File: config.mk
export PLATFORM = sky130hd
export DESIGN_NAME = spi_flash_read_flat
export DESIGN_NICKNAME = d
export VERILOG_FILES = /design/src/rtl/spi_flash_read_if.sv /design/src/rtl/spi_flash_read.sv /design/src/flat_wrapper.sv
export SDC_FILE = /design/constraint.sdc
export NUM_CORES = 1
export LEC_CHECK = 0
export BUFFER_PORTS_ARGS = -buffer_cell sky130_fd_sc_hd__buf_2
export CAP_MARGIN = 10
export CORE_AREA = 2 2 102 104
export DETAILED_ROUTE_END_ITERATION = 8
export DIE_AREA = 0 0 104 106
export PLACE_DENSITY_LB_ADDON = 0.08
export SYNTH_ARGS = -nofsm -noshare
export SYNTH_HDL_FRONTEND = slang
export SYNTH_SLANG_ARGS = --single-unit
File: constraint.sdc
create_clock -name clk -period 4.1 [get_ports clk]
set_input_delay 0.205 -clock clk [delete_from_list [all_inputs] [get_ports clk]]
set_output_delay 0.205 -clock clk [all_outputs]
set_load 0.05 [all_outputs]
File: src/rtl/spi_flash_read_if.sv
// Byte-stream link between spi_flash_read (slave modport) and a byte-wide SPI master (master modport).
interface spi_flash_read_if;
  // Handshake: a tx byte transfers on every clock edge where tx_empty is low (valid) and
  // tx_get is high (ready); tx_get with tx_empty high moves nothing. An rx byte transfers
  // on every edge where rx_put is high; the receiver never back-pressures.
  logic [7:0] tx_data;
  logic       tx_empty;
  logic       tx_get;
  logic [7:0] rx_data;
  logic       rx_put;

  modport slave  (output tx_data, tx_empty, input  tx_get, rx_data, rx_put);
  modport master (input  tx_data, tx_empty, output tx_get, rx_data, rx_put);
endinterface

File: src/rtl/spi_flash_read.sv
// Flash read sequencer: sends command + 24-bit address (+ dummy with SPI_FLASH_FAST_READ_EN),
// clocks out count 0xFF fill bytes and returns the bytes received for them on data/valid.
module spi_flash_read #(
  parameter int CW = 16
) (
  input  logic            clk,
  input  logic            rst,
  input  logic            start,
  input  logic [23:0]     addr,
  input  logic [CW-1:0]   count,
  output logic            busy,
  output logic            done,
  output logic [7:0]      data,
  output logic            valid,
  output logic [2:0]      dbg_state,
  spi_flash_read_if.slave spi
);

`ifdef SPI_FLASH_FAST_READ_EN
  localparam logic [7:0] CMD = 8'h0B;
  localparam int         H   = 5;
`else
  localparam logic [7:0] CMD = 8'h03;
  localparam int         H   = 4;
`endif
  localparam logic [CW:0] HLEN = (CW+1)'(H);

  typedef enum logic [2:0] {
    S_IDLE  = 3'd0,
    S_HDR   = 3'd1,
    S_FILL  = 3'd2,
    S_DRAIN = 3'd3,
    S_DONE  = 3'd4
  } state_t;

  state_t        state, state_n;
  logic [23:0]   addr_q;
  logic [CW-1:0] cnt_q;
  logic [CW:0]   tx_cnt, rx_cnt, total;
  logic          accept, tx_take, rx_take;

  // One extra counter bit so header plus a maximal payload never wraps.
  assign total   = {1'b0, cnt_q} + HLEN;
  assign accept  = (state == S_IDLE) && start && (count != '0);
  assign tx_take = spi.tx_get && !spi.tx_empty;
  assign rx_take = spi.rx_put && busy;

  always_ff @(posedge clk or posedge rst) begin
    if (rst) state <= S_IDLE;
    else     state <= state_n;
  end

  always_comb begin
    state_n = state;
    unique case (state)
      S_IDLE:  if (start) state_n = (count != '0) ? S_HDR : S_DONE;
      S_HDR:   if (tx_take && (tx_cnt == HLEN - 1'b1)) state_n = S_FILL;
      S_FILL:  if (tx_take && (tx_cnt == total - 1'b1)) state_n = S_DRAIN;
      S_DRAIN: if (rx_cnt >= total) state_n = S_DONE;
      S_DONE:  state_n = S_IDLE;
      default: state_n = S_IDLE;
    endcase
  end

  always_comb begin
    busy         = 1'b0;
    done         = 1'b0;
    spi.tx_empty = 1'b1;
    spi.tx_data  = 8'h00;
    dbg_state    = state;
    unique case (state)
      S_HDR: begin
        busy         = 1'b1;
        spi.tx_empty = 1'b0;
        // Index 4 (fast-read dummy) falls to the 0x00 default.
        case (tx_cnt[2:0])
          3'd0:    spi.tx_data = CMD;
          3'd1:    spi.tx_data = addr_q[23:16];
          3'd2:    spi.tx_data = addr_q[15:8];
          3'd3:    spi.tx_data = addr_q[7:0];
          default: spi.tx_data = 8'h00;
        endcase
      end
      S_FILL: begin
        busy         = 1'b1;
        spi.tx_empty = 1'b0;
        spi.tx_data  = 8'hFF;
      end
      S_DRAIN: busy = 1'b1;
      S_DONE:  done = 1'b1;
      default: ;
    endcase
  end

  always_ff @(posedge clk or posedge rst) begin
    if (rst) begin
      addr_q <= '0;
      cnt_q  <= '0;
      tx_cnt <= '0;
      rx_cnt <= '0;
      data   <= 8'h00;
      valid  <= 1'b0;
    end else begin
      valid <= 1'b0;
      if (accept) begin
        addr_q <= addr;
        cnt_q  <= count;
        tx_cnt <= '0;
        rx_cnt <= '0;
      end else begin
        if (tx_take) tx_cnt <= tx_cnt + 1'b1;
        // Bytes echoed during the header are discarded; the rest are payload.
        if (rx_take && (rx_cnt < total)) begin
          rx_cnt <= rx_cnt + 1'b1;
          if (rx_cnt >= HLEN) begin
            data  <= spi.rx_data;
            valid <= 1'b1;
          end
        end
      end
    end
  end

endmodule

File: src/flat_wrapper.sv
// flat-port wrapper written by rule: the top's interface ports become plain ports
module spi_flash_read_flat 
#(
  parameter int CW = 16
)
  (clk, rst, start, addr, count, busy, done, data, valid, dbg_state, spi_tx_data, spi_tx_empty, spi_tx_get, spi_rx_data, spi_rx_put);
  spi_flash_read_if spi_i ();
  input  logic clk;
  input  logic rst;
  input  logic start;
  input  logic [23:0] addr;
  input  logic [CW-1:0] count;
  output logic busy;
  output logic done;
  output logic [7:0] data;
  output logic valid;
  output logic [2:0] dbg_state;
  output wire logic [$bits(spi_i.tx_data)-1:0] spi_tx_data;
  output wire logic [$bits(spi_i.tx_empty)-1:0] spi_tx_empty;
  input wire logic [$bits(spi_i.tx_get)-1:0] spi_tx_get;
  input wire logic [$bits(spi_i.rx_data)-1:0] spi_rx_data;
  input wire logic [$bits(spi_i.rx_put)-1:0] spi_rx_put;
  assign spi_tx_data = spi_i.tx_data;
  assign spi_tx_empty = spi_i.tx_empty;
  assign spi_i.tx_get = spi_tx_get;
  assign spi_i.rx_data = spi_rx_data;
  assign spi_i.rx_put = spi_rx_put;
  spi_flash_read #(.CW(CW)) u_core (.clk(clk), .rst(rst), .start(start), .addr(addr), .count(count), .busy(busy), .done(done), .data(data), .valid(valid), .dbg_state(dbg_state), .spi(spi_i));
endmodule
==> flow_summary.json, run 1 <==
{
  "fin_nets": 761,
  "clock_path_buffers": 2,
  "maxSlewHeadroom": 0.326,
  "drc": 0,
  "ys_ff_latch": 86,
  "hold_start": "addr[14]",
  "synth_edf_count": 0,
  "finalMaxSlewViolations": 0,
  "syn_to_final_growth_pct": 11.7,
  "die_x_um": 104,
  "drive_gt1_frac": 0.170,
  "synth_area_mm2": 0.00538,
  "via_per_inst": 5.76,
  "fin_setup_tns_ps": 0,
  "fin_skew_ps": 6.09,
  "worstMarginPinSlew_ps": 1010,
  "post_cts.repair.setup_buffers": 0,
  "multi_input_area_mm2": 0.00304,
  "row_count": 37,
  "crit_type": "register to register",
  "drt_wl_total_mm": 13.6,
  "syn_inst": 624,
  "dr.pass1.iters": 7,
  "r2r_start": "u_core.cnt_q[2]",
  "synth_fp_nets": 702,
  "port_buffers": 75,
  "end_kind": "register",
  "synth_area_leaders": "dfrtp_1 40%, nand2_1 10%, ha_1 5.8%",
  "fmax_ghz": 0.268,
  "clk_latency_ps": 360,
  "vdd_ir_drop_max_mv": 0.567,
  "io_pins": 76,
  "final_antenna_net_count": 0,
  "gr-total-overflow": 0,
  "dpl.hpwl_mm": 10.1,
  "met1_usage": 0.359,
  "status": "complete, no violations",
  "core_area_mm2": 0.0100,
  "synth.top_cell.area_share": 0.400,
  "p_leak_nw": 2.84,
  "async_flop_share": 1.00,
  "placed_area_mm2": 0.00582,
  "cts_sinks": 86,
  "yosysTopAreaCell": "dfrtp_1",
  "h-tree-depth": 3,
  "crit_path_max_fanout": 10,
  "clockRootBuffer": "clkbuf_8",
  "rsz0062_at_grt": "false",
  "final_util": 0.601,
  "start_util": 0.538,
  "grt.total_usage": 0.260,
  "postCtsHoldBufs": 0,
  "critPathArrivalTime_ps": 4020,
  "antenna_cells": 0,
  "hold_class": "input pin to register",
  "yosysSeqAreaShare": 0.400,
  "gp_congestion": 0.939,
  "fin_area_mm2": 0.00601,
  "yosys_warnings": 0,
  "use_met3": 0.0515,
  "ff_latch_area_mm2": 0.00215,
  "fp.dieH_um": 106,
  "grt_pass1_wl_mm": 23.1,
  "tritoncts": "built",
  "ctsResizeCount": 0,
  "setup_violations": 0,
  "pwr_density_cell_mw_per_mm2": 664,
  "final-hold-violation-count": 0,
  "grtUsageMet2": 0.418,
  "drtIter0Drc": 364,
  "critPathLaunchType": "register",
  "syn_avg_cell_area_um2": 8.63,
  "via_count": 4743,
  "fill_cells": 922,
  "grt_start_max_net_pins": 59,
  "wl_per_cell_um": 16.5,
  "critPathRequiredTime_ps": 4390,
  "fin_crit_sh": 0.911,
  "antenna_found_initial": 0,
  "cp-startpoint": "u_core.cnt_q[2]",
  "final.min_clock_period_ps": 3740,
  "top_usage_layer": "met2",
  "synth.top_cells.by_count": "144 x nand2_1, 86 x dfrtp_1, 43 x nor2_1, 31 x xnor2_1, 27 x o21ai_0",
  "grt_pass1_vias": 4568,
  "clkTransAtPathRegs_ps": 90,
  "cts_buffers": 9,
  "ys_types": 56,
  "max_cap_viol_count": 0,
  "synthFlopType": "dfrtp_1",
  "yosysMostFrequentCell": "nand2_1",
  "die_area_mm2": 0.0110
}
sequential cells by signal (all words and copies together) (netlist names):
| signal | count |
|---|---|
| u_core.addr_q | 24 |
| u_core.cnt_q | 16 |
| u_core.data | 8 |
| u_core.dbg_state | 3 |
| u_core.rx_cnt | 17 |
| u_core.tx_cnt | 17 |
| u_core.valid | 1 |
where the power goes:
| part | switching (mW) | internal, mW | leakage [nW] |
|---|---|---|---|
| combinational | 1.31 | 0.673 | 1.64 |
| clock | 0.336 | 0.226 | 0.0824 |
| sequential | 0.342 | 1.11 | 1.12 |
| total | 1.99 | 2.01 | 2.84 |
per-stage QoR:
step	setup slack (ps)	hold WS (ps)	instances	total power [mW]
2_1_floorplan	987	310	624	2.94
3_3_place_gp	468	394	808	3.39
3_5_place_dp	229	399	808	3.42
4_1_cts	204	5.32	824	4.00
5_1_grt	48.0	5.74	824	4.30
6_report	364	21.9	824	4.00
layout by cell type (no fill, tap or decap), types with 15 or more instances in the layout:
| master | instances |
|---|---|
| a21oi_1 | 23 |
| and3_1 | 16 |
| buf_2 | 75 |
| dfrtp_1 | 86 |
| ha_1 | 24 |
| inv_1 | 15 |
| nand2_1 | 144 |
| nand3_1 | 22 |
| nand4_1 | 15 |
| nor2_1 | 43 |
| nor3_1 | 15 |
| o21ai_0 | 27 |
| xnor2_1 | 31 |
| xor2_1 | 25 |
cell type report:
type                            count  share of cell area
Multi-Input combinational cell    490               0.505
Inverter                           16              0.0102
Timing Repair Buffer               80              0.0687
Sequential cell                    86               0.358
Clock inverter                      7             0.00957
Tap cell                          136              0.0283
Clock buffer                        9              0.0206
cell families (layout without fill, tap and decap cells):
kind of cell,Yosys count,count (layout),share of synthesized area
AO/OA/AOI/OAI,88,88,0.108
XOR/XNOR,56,56,0.0911
adder cells (fa/ha/maj),26,26,0.0602
buffers and inverters,48,112,0.0388
flip-flops,86,86,0.400
multiplexers,11,11,0.0223
AND/OR/NAND/NOR,309,309,0.280
per-layer routing:
layer | wire length [um] | vias up | share of wire
met5 | 0 | - | 0
met4 | 189 | 0 | 0.014
met3 | 817 | 14 | 0.060
met2 | 6440 | 156 | 0.47
met1 | 6160 | 2276 | 0.45
li1 | - | 2297 | -
worst max-delay path, cell delays in order (launching register included):
cell,delay (ps)
dfrtp_1,570
ha_2,360
and2_1,230
nand4_1,130
xor2_1,350
ha_1,330
nand4_1,120
nor3_1,90
o31ai_1,70
o211ai_1,210
a31oi_4,330
nand3_1,310
or3_1,390
a21oi_1,160
final timing paths:
path                                endpoint  slack [ps]  depth (start not counted)
max in group asynchronous  u_core.tx_cnt[10]        3120                          3
min in group asynchronous  u_core.addr_q[20]          30                          2
max reg2reg                 u_core.rx_cnt[7]         360                         13
min                        u_core.addr_q[14]          20                          3
max                         u_core.rx_cnt[7]         360                         13
min reg2reg                 u_core.addr_q[6]         490                          2
Note: power is estimated with default switching activity, not from simulation.
==> inputs of run 2 (changes only) <==
--- a/config.mk
+++ b/config.mk
@@ -10,7 +10,7 @@
 export CORE_AREA = 2 2 102 104
 export DETAILED_ROUTE_END_ITERATION = 8
 export DIE_AREA = 0 0 104 106
-export PLACE_DENSITY_LB_ADDON = 0.08
+export PLACE_DENSITY_LB_ADDON = 0.1
 export SYNTH_ARGS = -nofsm -noshare
 export SYNTH_HDL_FRONTEND = slang
 export SYNTH_SLANG_ARGS = --single-unit
==> run 2 against run 1 <==
Critical path depth is the same; non-clock buffer count up 2; worst setup slack lost 59 ps; sequential share of layout area decreased by 0.53 points; die area did not move; sequential power about the same; first-iteration DRC count shrank 18%; global-route usage fell by 0.26 points; via count increased by 0.48%; combinational power about the same; clock power is 29% higher.
==> flow_summary.json, run 2 (synthesized netlist as in run 1, its figures left out) <==
{
  "status": "complete, no violations",
  "final-hold-violation-count": 0,
  "final_common_cell": "nand2_1",
  "die_area_mm2": 0.0110,
  "dr.pass1.iters": 5,
  "wl_met2_mm": 6.35,
  "p_leak_nw": 2.90,
  "fin_area_mm2": 0.00610,
  "p_sw_mw": 1.96,
  "row_count": 37,
  "grt_pass1_wl_mm": 22.8,
  "timing.hold.ws_ps": 31.5,
  "top_layer": "met4",
  "start_util": 0.538,
  "drc": 0,
  "postLayoutSetupSlackWorst_ps": 305,
  "critPathTopFamily": "simple AND/OR/NAND/NOR gates",
  "crit_path_max_fanout": 10,
  "vdd_ir_drop_max_mv": 0.413,
  "port_buffers": 75,
  "power_mw": 4.15,
  "cts_sinks": 86,
  "critPathLaunchType": "register",
  "pwr-share-clk": 0.175,
  "instances_no_fill": 826,
  "fin_skew_ps": 9.37,
  "grt_pass1_vias": 4596,
  "antenna_cells": 0,
  "clockRootBuffer": "clkbuf_8",
  "placed_area_mm2": 0.00582,
  "finalMaxSlewViolations": 0,
  "comb_power_share": 0.476,
  "pwr-share-seq": 0.349,
  "end_kind": "register",
  "place_inst": 808,
  "regMostFlops": "u_core.addr_q",
  "core_area_mm2": 0.0100,
  "max_cap_viol_count": 0,
  "die_x_um": 104,
  "via_count": 4766,
  "ff_latch_area_mm2": 0.00215,
  "largest_reg_flops": 24,
  "cp_cell_sequence": "ha_1, and2_1, nand4_1, xor2_1, ha_1, nand4_1, nor3_1, o31ai_1, o211ai_1, a31oi_4, nand3_1, or3_1, a21oi_1",
  "gr-total-overflow": 0,
  "critPathRequiredTime_ps": 4370,
  "maxSlewHeadroom": 0.343,
  "slowest_delay_ps": 560,
  "io_pins": 76,
  "clk_latency_ps": 360,
  "drtIter0Drc": 300,
  "final_antenna_net_count": 0,
  "worstMarginPinSlew_ps": 986,
  "final.min_clock_period_ps": 3790,
  "pwr_density_cell_mw_per_mm2": 680,
  "clock_path_buffers": 2,
  "fill_cells": 915,
  "hold_class": "input pin to register",
  "setup_violations": 0,
  "syn_to_final_growth_pct": 13.4,
  "fin_nets": 763,
  "drt-met1-wl_mm": 6.32,
  "dpl.hpwl_mm": 9.94,
  "slowest_stage": "dfrtp_1",
  "worstPathBufferInverterCount": 0,
  "multi_input_area_mm2": 0.00303,
  "internal_power_mw": 2.19,
  "drive_gt1_frac": 0.170,
  "rsz0062_at_grt": "false",
  "post_cts.repair.setup_buffers": 0,
  "layout_common_cells": "144 x nand2_1, 86 x dfrtp_1, 75 x buf_2, 43 x nor2_1, 31 x xnor2_1",
  "crit_type": "register to register",
  "switching_share": 0.473,
  "dp_slack_ps": 304,
  "grt.total_usage": 0.257,
  "fp.dieH_um": 106,
  "grt_start_max_net_pins": 63,
  "fin_setup_tns_ps": 0,
  "antenna_found_initial": 0,
  "cts_buffers": 9,
  "met3_length_um": 738,
  "wl_per_cell_um": 16.7,
  "fin_crit_sh": 0.926,
  "reg.largest.list": "u_core.addr_q: 24 flops, u_core.rx_cnt: 17 flops, u_core.tx_cnt: 17 flops",
  "fmax_ghz": 0.264,
  "final_util": 0.610,
  "tritoncts": "built",
  "clkTransAtPathRegs_ps": 90,
  "gp_congestion": 0.929,
  "via_per_inst": 5.77,
  "h-tree-depth": 3,
  "critPathArrivalTime_ps": 4060,
  "drt_wl_total_mm": 13.8
}
-- run 2: worst reg2reg max path, cell delays in order, from the launching register on --
cell and delay (ps):
dfrtp_1 560, ha_1 410, and2_1 260, nand4_1 130
xor2_1 310, ha_1 320, nand4_1 120, nor3_1 80
o31ai_1 70, o211ai_1 210, a31oi_4 330, nand3_1 320
or3_1 410, a21oi_1 180
-- run 2: final timing paths --
kind | cells past startpoint | slack, ps | startpoint | to
min reg2reg | 2 | 480 | u_core.addr_q[13] | u_core.addr_q[13]
min in group asynchronous | 3 | 430 | rst | u_core.addr_q[4]
max reg2reg | 13 | 310 | u_core.cnt_q[2] | u_core.rx_cnt[5]
max in group asynchronous | 5 | 2730 | rst | u_core.tx_cnt[8]
min | 3 | 30 | addr[3] | u_core.addr_q[3]
max | 13 | 310 | u_core.cnt_q[2] | u_core.rx_cnt[5]
-- run 2: repair_timing --
item,in CTS,in global routing
hold buffers,0,1
gates resized for setup,0,1
endpoints found under the setup margin,0,4
endpoints found under the hold margin,0,29
-- run 2: power groups by stage --
stage               Sequential (mW)  Clock [mW]  Combinational [mW]
global placement               1.45           0                1.94
floorplan                      1.45           0                1.49
detailed placement             1.46           0                1.96
CTS                            1.44       0.740                1.97
finish                         1.45       0.725                1.98
global route                   1.49       0.774                2.18
-- run 2: layer usage --
metal | global-route usage | up-vias
met1 | 0.357 | 2287
li1 | - | 2293
met4 | 0.107 | 0
met3 | 0.0380 | 30
met5 | 0 | -
met2 | 0.407 | 156
-- run 2: final cells by class --
cell class              instances  share of cell area
clock buffers                   9              0.0203
clock inverters                 7              0.0197
inverters                      16              0.0100
multi-input cells             490               0.497
flip-flops and latches         86               0.353
well taps                     136              0.0279
repair buffers                 82              0.0726
==> inputs of run 3 (changes only) <==
--- a/config.mk
+++ b/config.mk
@@ -10,6 +10,7 @@
 export CORE_AREA = 2 2 102 104
 export DETAILED_ROUTE_END_ITERATION = 8
 export DIE_AREA = 0 0 104 106
+export MAX_ROUTING_LAYER = met4
 export PLACE_DENSITY_LB_ADDON = 0.1
 export SYNTH_ARGS = -nofsm -noshare
 export SYNTH_HDL_FRONTEND = slang
==> run 3 against run 2 <==
Via count down 0.29%; clock skew decreased by 1.2 ps; routed wire length shrank 0.35%; flip-flop and latch count did not move; sequential power about the same; worst setup slack improved by 10 ps; critical path depth is 1 lower; cell count did not move.
==> flow_summary.json, run 3 (synthesized netlist as in run 1, its figures left out) <==
{
  "regMostFlops": "u_core.addr_q",
  "fin_crit_sh": 0.923,
  "r2r_cells": 12,
  "min_to": "u_core.addr_q[1]",
  "finalMaxSlewViolations": 0,
  "wl_per_cell_um": 16.6,
  "port_buffers": 75,
  "final_util": 0.608,
  "slowest_delay_ps": 590,
  "reg.largest.list": "u_core.addr_q: 24 flops, u_core.rx_cnt: 17 flops, u_core.tx_cnt: 17 flops",
  "core_area_mm2": 0.0100,
  "r2r_start": "u_core.cnt_q[2]",
  "worstMarginPinSlew_ps": 762,
  "setup_violations": 0,
  "hold_start": "addr[1]",
  "grt_pass1_wl_mm": 22.7,
  "grt_start_max_net_pins": 65,
  "critPathArrivalTime_ps": 4030,
  "rsz0062_at_grt": "false",
  "dpl.hpwl_mm": 10.1,
  "crit_cells": 12,
  "clockRootBuffer": "clkbuf_8",
  "drtIter0Drc": 291,
  "worstPathBufferInverterCount": 0,
  "fin_skew_ps": 8.19,
  "pwr_density_cell_mw_per_mm2": 674,
  "die_x_um": 104,
  "ff_latch_area_mm2": 0.00215,
  "via_count": 4752,
  "vdd_ir_drop_max_mv": 0.431,
  "p_leak_nw": 2.89,
  "largest_reg_flops": 24,
  "maxSlewHeadroom": 0.492,
  "critPathRequiredTime_ps": 4350,
  "syn_to_final_growth_pct": 13.0,
  "grt_pass1_vias": 4506,
  "die_area_mm2": 0.0110,
  "antenna_found_initial": 0,
  "gp_congestion": 0.948,
  "post_cts.repair.setup_buffers": 0,
  "fp.dieH_um": 106,
  "tritoncts": "built",
  "fmax_ghz": 0.264,
  "min_path_cells": 3,
  "io_pins": 76,
  "regToRegSetupSlack_ps": 320,
  "hold_class": "input pin to register",
  "drt_wl_total_mm": 13.7,
  "clock_path_buffers": 2,
  "postLayoutSetupSlackWorst_ps": 315,
  "antenna_cells": 0,
  "cts_buffers": 9,
  "row_count": 37,
  "final.min_clock_period_ps": 3780,
  "r2r_end": "u_core.data[5]",
  "crit_path_max_fanout": 10,
  "fin_setup_tns_ps": 0,
  "status": "complete, no violations",
  "crit_type": "register to register",
  "final_antenna_net_count": 0,
  "max_cap_viol_count": 0,
  "clkTransAtPathRegs_ps": 90,
  "cts_sinks": 86,
  "via_per_inst": 5.75,
  "drive_gt1_frac": 0.171,
  "fin_nets": 763,
  "slowest_stage": "dfrtp_1",
  "timing.hold.ws_ps": 31.3,
  "grt.total_usage": 0.266,
  "critPathTopFamily": "simple AND/OR/NAND/NOR gates",
  "end_kind": "register",
  "power_mw": 4.10,
  "cp_cell_sequence": "ha_1, and2_1, nand4_1, xor2_1, ha_1, nand4_1, nor3_1, o31ai_1, o211ai_1, a31oi_4, nand4_2, mux2_2",
  "dr.pass1.iters": 7,
  "critPathLaunchType": "register",
  "multi_input_area_mm2": 0.00304,
  "drc": 0,
  "gr-total-overflow": 0,
  "start_util": 0.538,
  "clk_latency_ps": 360,
  "layout_common_cells": "144 x nand2_1, 86 x dfrtp_1, 75 x buf_2, 43 x nor2_1, 31 x xnor2_1",
  "final-hold-violation-count": 0,
  "h-tree-depth": 3,
  "fill_cells": 947,
  "final_common_cell": "nand2_1",
  "dp_slack_ps": 290
}
## run 3: cell types whose count changed in the layout (fill, tap and decap cells not counted), sizes merged
cell,delta
bufinv,-1
clkinv,+1
clkinvlp,-1
inv,+1
## run 3: final cells by class
class / count / share of cell area
Clock buffer: 9 / 0.0204
Multi-Input combinational cell: 490 / 0.499
Tap cell: 136 / 0.0280
Sequential cell: 86 / 0.354
Clock inverter: 7 / 0.0158
Inverter: 16 / 0.0101
Timing Repair Buffer: 82 / 0.0728
## run 3: what timing repair did
item / in CTS / in global routing
resized for setup: 0 / 2
hold buffers: 0 / 1
endpoints found under the hold margin: 0 / 24
endpoints found under the setup margin: 0 / 5
## run 3: metrics by stage
step | instance area [um2] | std cells
6_report | 6080 | 826
5_1_grt | 6080 | 826
4_1_cts | 6040 | 824
3_5_place_dp | 5820 | 808
3_3_place_gp | 5820 | 808
2_1_floorplan | 5380 | 624
## run 3: worst max-delay path by stage
stage,slack (ps),from,end
CTS,250,u_core.cnt_q[2],u_core.rx_cnt[5]
floorplan,990,u_core.cnt_q[3],u_core.rx_cnt[7]
global route,70,u_core.cnt_q[2],u_core.rx_cnt[16]
detailed placement,290,u_core.cnt_q[2],u_core.rx_cnt[5]
global placement,420,u_core.cnt_q[2],u_core.data[6]
finish,320,u_core.cnt_q[2],u_core.data[5]
## run 3: tightest hold or removal path: stages
cell and delay [ps]:
buf_2 70, nand2_1 40, nand2_1 50
## run 3: routing by layer
metal  track usage  routed length (um)  vias to the layer above
met4         0.100                 354                        0
met3        0.0595                 823                       24
li1              -                   -                     2297
met1         0.355                6280                     2271
met2         0.399                6260                      160
met5             -                   0                        -
## run 3: power breakdown
part | internal (mW) | switching [mW] | leakage, nW
combinational | 0.671 | 1.31 | 1.66
sequential | 1.11 | 0.343 | 1.12
clock | 0.347 | 0.319 | 0.114
total | 2.13 | 1.97 | 2.89
